## config.mk

```make
export PLATFORM = sky130hd
export DESIGN_NAME = regfile_wb_buffer
export DESIGN_NICKNAME = d
export VERILOG_FILES = /design/src/rtl/regfile_wb_buffer.sv
export SDC_FILE = /design/constraint.sdc
export NUM_CORES = 1
export LEC_CHECK = 0
export ABC_AREA = 1
export BUFFER_PORTS_ARGS = -buffer_cell sky130_fd_sc_hd__clkbuf_2
export CAP_MARGIN = 15
export CELL_PAD_IN_SITES_DETAIL_PLACEMENT = 0
export CELL_PAD_IN_SITES_GLOBAL_PLACEMENT = 1
export CORE_AREA = 3 3 203 205
export DETAILED_ROUTE_END_ITERATION = 10
export DIE_AREA = 0 0 206 208
export GPL_ROUTABILITY_DRIVEN = 0
export GPL_TIMING_DRIVEN = 1
export HOLD_SLACK_MARGIN = 0.08
export MAX_ROUTING_LAYER = met4
export PLACE_DENSITY_LB_ADDON = 0.1
export REMOVE_ABC_BUFFERS = 1
export SLEW_MARGIN = 0
export SYNTH_ARGS = -nofsm -noshare
export SYNTH_HDL_FRONTEND = slang
export SYNTH_SLANG_ARGS = --single-unit
```

## constraint.sdc

```tcl
create_clock -name clk -period 3.91 [get_ports clk]
set_input_delay 0 -clock clk [delete_from_list [all_inputs] [get_ports clk]]
set_output_delay 0 -clock clk [all_outputs]
set_load 0.1 [all_outputs]
```

## src/rtl/regfile_wb_buffer.sv

```systemverilog
// Write-back buffer in front of the register file: merges ALU and load write-backs into an
// in-order FIFO, drains one write per cycle, and forwards still-queued data to operand reads.
module regfile_wb_buffer #(
    parameter int DEPTH = 4,
    parameter int AW    = 5,
    parameter int DW    = 32
) (
    input  logic                   clk,
    input  logic                   rst,
    input  logic                   alu_valid,
    output logic                   alu_ready,
    input  logic [AW-1:0]          alu_addr,
    input  logic [DW-1:0]          alu_data,
    input  logic                   mem_valid,
    output logic                   mem_ready,
    input  logic [AW-1:0]          mem_addr,
    input  logic [DW-1:0]          mem_data,
    output logic                   rf_wr,
    output logic [AW-1:0]          rf_waddr,
    output logic [DW-1:0]          rf_din,
    input  logic [AW-1:0]          raddr1,
    input  logic [AW-1:0]          raddr2,
    input  logic [DW-1:0]          rf_dout1,
    input  logic [DW-1:0]          rf_dout2,
    output logic [DW-1:0]          op1,
    output logic [DW-1:0]          op2,
    output logic [$clog2(DEPTH):0] count,
    output logic                   full,
    output logic                   empty
);
    localparam int PW = $clog2(DEPTH);
    localparam int CW = PW + 1;
    localparam logic [CW-1:0] DEPTH_C  = CW'(DEPTH);
    localparam logic [CW-1:0] DEPTH_M1 = CW'(DEPTH - 1);

    typedef struct packed {
        logic [AW-1:0] addr;
        logic [DW-1:0] data;
    } entry_t;

    entry_t        fifo_q [DEPTH];
    logic [PW-1:0] wr_ptr_q, wr_ptr_d;
    logic [PW-1:0] rd_ptr_q, rd_ptr_d;
    logic [CW-1:0] count_q, count_d;
    logic          alu_push, mem_push, pop;
    logic [PW-1:0] mem_slot;
    entry_t        head;

    // Ready looks only at registered occupancy so it never depends on the same-cycle pop.
    assign alu_ready = (count_q < DEPTH_C);
    assign mem_ready = alu_valid ? (count_q < DEPTH_M1) : (count_q < DEPTH_C);

    assign alu_push = alu_valid && alu_ready && (alu_addr != '0);
    assign mem_push = mem_valid && mem_ready && (mem_addr != '0);
    assign pop      = (count_q != '0);
    assign mem_slot = wr_ptr_q + PW'(alu_push);

    always_comb begin
        wr_ptr_d = wr_ptr_q + PW'(alu_push) + PW'(mem_push);
        rd_ptr_d = rd_ptr_q + PW'(pop);
        count_d  = count_q + CW'(alu_push) + CW'(mem_push) - CW'(pop);
    end

    // NOTE: sequential state uses non-blocking assignments so every register samples pre-edge values.
    always_ff @(posedge clk or posedge rst) begin
        if (rst) begin
            wr_ptr_q <= '0;
            rd_ptr_q <= '0;
            count_q  <= '0;
        end else begin
            wr_ptr_q <= wr_ptr_d;
            rd_ptr_q <= rd_ptr_d;
            count_q  <= count_d;
        end
    end

    // NOTE: storage has no reset; occupancy alone decides which entries are meaningful.
    always_ff @(posedge clk) begin
        if (alu_push) fifo_q[wr_ptr_q] <= '{addr: alu_addr, data: alu_data};
        if (mem_push) fifo_q[mem_slot] <= '{addr: mem_addr, data: mem_data};
    end

    assign head     = fifo_q[rd_ptr_q];
    assign rf_wr    = pop;
    assign rf_waddr = pop ? head.addr : '0;
    assign rf_din   = pop ? head.data : '0;

    assign count = count_q;
    assign full  = (count_q == DEPTH_C);
    assign empty = (count_q == '0);

    // Walk oldest to youngest so the youngest matching entry overrides older ones.
    // NOTE: every always_comb output gets a default first so no latch is inferred.
    always_comb begin
        op1 = rf_dout1;
        op2 = rf_dout2;
        for (int i = 0; i < DEPTH; i++) begin
            if (CW'(i) < count_q) begin
                if (fifo_q[rd_ptr_q + PW'(i)].addr == raddr1) op1 = fifo_q[rd_ptr_q + PW'(i)].data;
                if (fifo_q[rd_ptr_q + PW'(i)].addr == raddr2) op2 = fifo_q[rd_ptr_q + PW'(i)].data;
            end
        end
        if (raddr1 == '0) op1 = '0;
        if (raddr2 == '0) op2 = '0;
    end
endmodule

```

==> key figures <==
Outcome
  – Outcome: finished, final reports clean

Clocking
  – CTS sink count: 155
  – Clk root buf: clkbuf_16
  – Clk_lat worst skew: 0.43 ns
  – CTS H-tree depth: 4
  – Clock-pin transition on the worst setup and hold timing paths: 0.07 ns
  – Setup bufs post-CTS: 0
  – Clk buf depth: 2
  – CTS tree: built
  – Cts bufs inserted: 17

Timing
  – Pins Over Slew Limit: 0
  – Unrepaired setup endpoints after global routing: no
  – Fin crit share: 0.9426
  – Final setup viols: 0
  – Clk_skew: 0.01016 ns
  – Rel. slew slack: 0.2997
  – Slew @ Worst Pin: 1.049 ns
  – Fmax: 271.3 MHz
  – Final Hold Fails: 0
  – Worst hold margin: 0.1914 ns
  – Fin crit period: 3.686 ns
  – Final worst slack: 0.2244 ns

Floorplan
  – Site Rows: 73
  – Effective utilization at floorplan: 0.3577
  – Core area: 39,640 µm²
  – Die height: 208 µm
  – Die area: 42,850 µm²
  – Die Width: 206 µm
  – I/O Pins: 261

Global routing
  – First-pass GRT wire length: 91,040 µm
  – GRT met2 Usage: 0.4694
  – Pin count of the biggest net entering global routing: 75
  – Initial antenna violation count: 1
  – Vias in the first global route: 15,640
  – Met1 GRT Util: 0.3651
  – GR Util met3: 0.02942
  – GRT Total Usage: 0.2848
  – GRT overflow: 0
  – Busiest layer in global routing: met2

Placement
  – Port buffer count: 260
  – Placed cell count: 2,983
  – DP Worst Slack: 0.6150 ns
  – Final HPWL DP: 40,510 µm

Finish
  – Fillers: 4,166
  – Area grow syn2layout: 31.59%
  – Layout cells sized above 1: 0.1459
  – Final nets: 2,751
  – Finished Layout Cells: 3,130

Yosys
  – YS warnings: 0
  – Post-synthesis sequential area ratio: 0.3257
  – Synthesized flop and latch total: 155
  – Top cell type by total area after synthesis: edfxtp_1
  – Ranking of synthesized cells by area: edfxtp_1 (31%), nand2_1 (19%), o21ai_0 (15%)
  – Synth Cell Area: 14,180 µm²
  – Synth Instances: 2,322
  – Synth cell types: 31
  – Avg Cell Area, Syn: 6.107 µm²
  – Post-synth top area share: 0.3134

Route
  – Drt wl/cell: 19.45 µm
  – Via density: 5.274
  – Drt drc: 0
  – DR pass1 iterations: 5
  – Routed vias: 16,510
  – Final Routed Wirelength: 60,860 µm
  – DRT iter0 DRCs: 1,439
  – Detail Route Antenna Nets: 0

Critical path
  – R2r endpoint: fifo_q[2][14]
  – R2R cell count: 10
  – CP max FO: 38
  – R2R Path Start: count[2]
  – Endpoint type of the worst setup path: flop
  – Crit path DAT: 3.87 ns
  – WS Path Type: flop to flop
  – R2R setup slack: 0.22 ns
  – Req. time, crit path: 4.09 ns
  – Critical path startpoint category: flop

Min path
  – Worst min path class: primary input to flop
  – Hold path start: alu_valid
  – Hold Crit Depth: 7
  – WHS Endpoint: count[0]

Flow run
  – Max cap viols: 0
[through the flow]
step           utilization  setup TNS, ns  cell area, µm²
2_1_floorplan            -        -794.30           13340
3_3_place_gp        0.4253              0           16860
3_5_place_dp        0.4253              0           16860
4_1_cts             0.4698              0           18620
5_1_grt             0.4707              0           18660
6_report            0.4707              0           18660
[worst max-delay path by stage]
| stage | from | endpoint |
|---|---|---|
| after CTS | count[2] | fifo_q[2][8] |
| after global placement | count[2] | fifo_q[2][6] |
| after floorplan | count[0] | count[1] |
| final | count[2] | fifo_q[2][14] |
| after global routing | rd_ptr_q[0] | op2[13] |
| after detailed placement | count[2] | fifo_q[2][31] |
[logic make-up (layout without fill, tap and decap cells)]
family / count (synthesis) / count (layout) / share of synthesized area
flops: 155 / 155 / 0.3257
simple gates: 1252 / 1252 / 0.3608
mux: 2 / 2 / 0.001412
other cells: 0 / 1 / 0
fa+ha+maj: 8 / 8 / 0.008117
buf+inv: 357 / 639 / 0.1083
xor+xnor: 6 / 6 / 0.003706
compound gates: 542 / 542 / 0.1920
[per-layer routing]
layer,vias to the layer above,wire length (µm)
li1,8149,-
met4,0,1787
met3,129,3803
met5,-,0
met1,7545,26450
met2,686,28820
[layout by cell type (no fill, tap or decap), types with 2 or more instances in the layout]
cell type	count
a21oi_1	65
clkbuf_2	196
mux2i_1	2
clkbuf_16	17
nand2_1	717
o21ai_2	2
nor2_4	8
buf_6	4
buf_4	38
o21ai_0	429
nand2_4	4
nor2_1	319
fa_1	2
ha_1	6
dlygate4sd3_1	114
dfrtp_1	6
xnor2_1	2
o21ai_4	4
clkinv_4	3
nand3_4	5
clkinv_1	2
bufinv_16	4
buf_12	70
inv_1	179
nand3_1	118
inv_6	3
o21ai_1	40
inv_2	4
clkinv_2	2
nand4_1	64
xor2_1	3
edfxtp_1	148
nand3_2	7
clkinvlp_4	2
nor3_1	5
[cells in the mapped netlist]
cell type / n
edfxtp_1: 148
buf_1: 8
mux2i_1: 2
o21a_1: 1
nor2_4: 2
dfrtp_1: 7
nand2_1: 719
and2_0: 1
xnor2_1: 3
nand2_2: 2
a21oi_1: 66
nor3_1: 6
buf_4: 16
nor2_2: 7
nand4_1: 64
nand3b_1: 1
nand3_2: 8
buf_2: 48
nand3_1: 122
fa_1: 2
inv_2: 4
nor2_1: 319
o21ai_2: 2
clkbuf_1: 90
or2_2: 1
inv_1: 181
buf_6: 10
o21ai_1: 40
xor2_1: 3
ha_1: 6
o21ai_0: 433
[state kept, by name, summed over array words and instances (netlist names)]
signal / flops
wr_ptr_q: 2
count: 3
rd_ptr_q: 2
fifo_q: 148
[critical path, cell delays in order, from the launching register on]
cell and delay [ns]:
dfrtp_1 0.54, inv_1 0.20, nand3_1 0.20, inv_1 0.08, ha_1 0.21, xnor2_2 0.42
nor2_1 0.14, nand2_4 0.42, buf_4 0.50, o21ai_0 0.14, dlygate4sd3_1 0.58
[layout make-up]
cell class | instances | area (µm²) | area share
Antenna cell | 1 | 2.502 | 0.0001341
Clock buffer | 17 | 425.4 | 0.02280
Clock inverter | 15 | 196.4 | 0.01053
Inverter | 185 | 701.9 | 0.03762
Multi-Input combinational cell | 1810 | 8200 | 0.4395
Sequential cell | 155 | 4623 | 0.2478
Tap cell | 525 | 656.9 | 0.03520
Timing Repair Buffer | 422 | 3854 | 0.2065
[timing repair]
action	CTS	global route
endpoints found under the setup margin	0	27
hold buffers	114	0
resized for setup	0	8
endpoints found under the hold margin	156	0
Power is not shown: default switching activity piles up to over one toggle a cycle in this logic, so the estimate is an artifact.
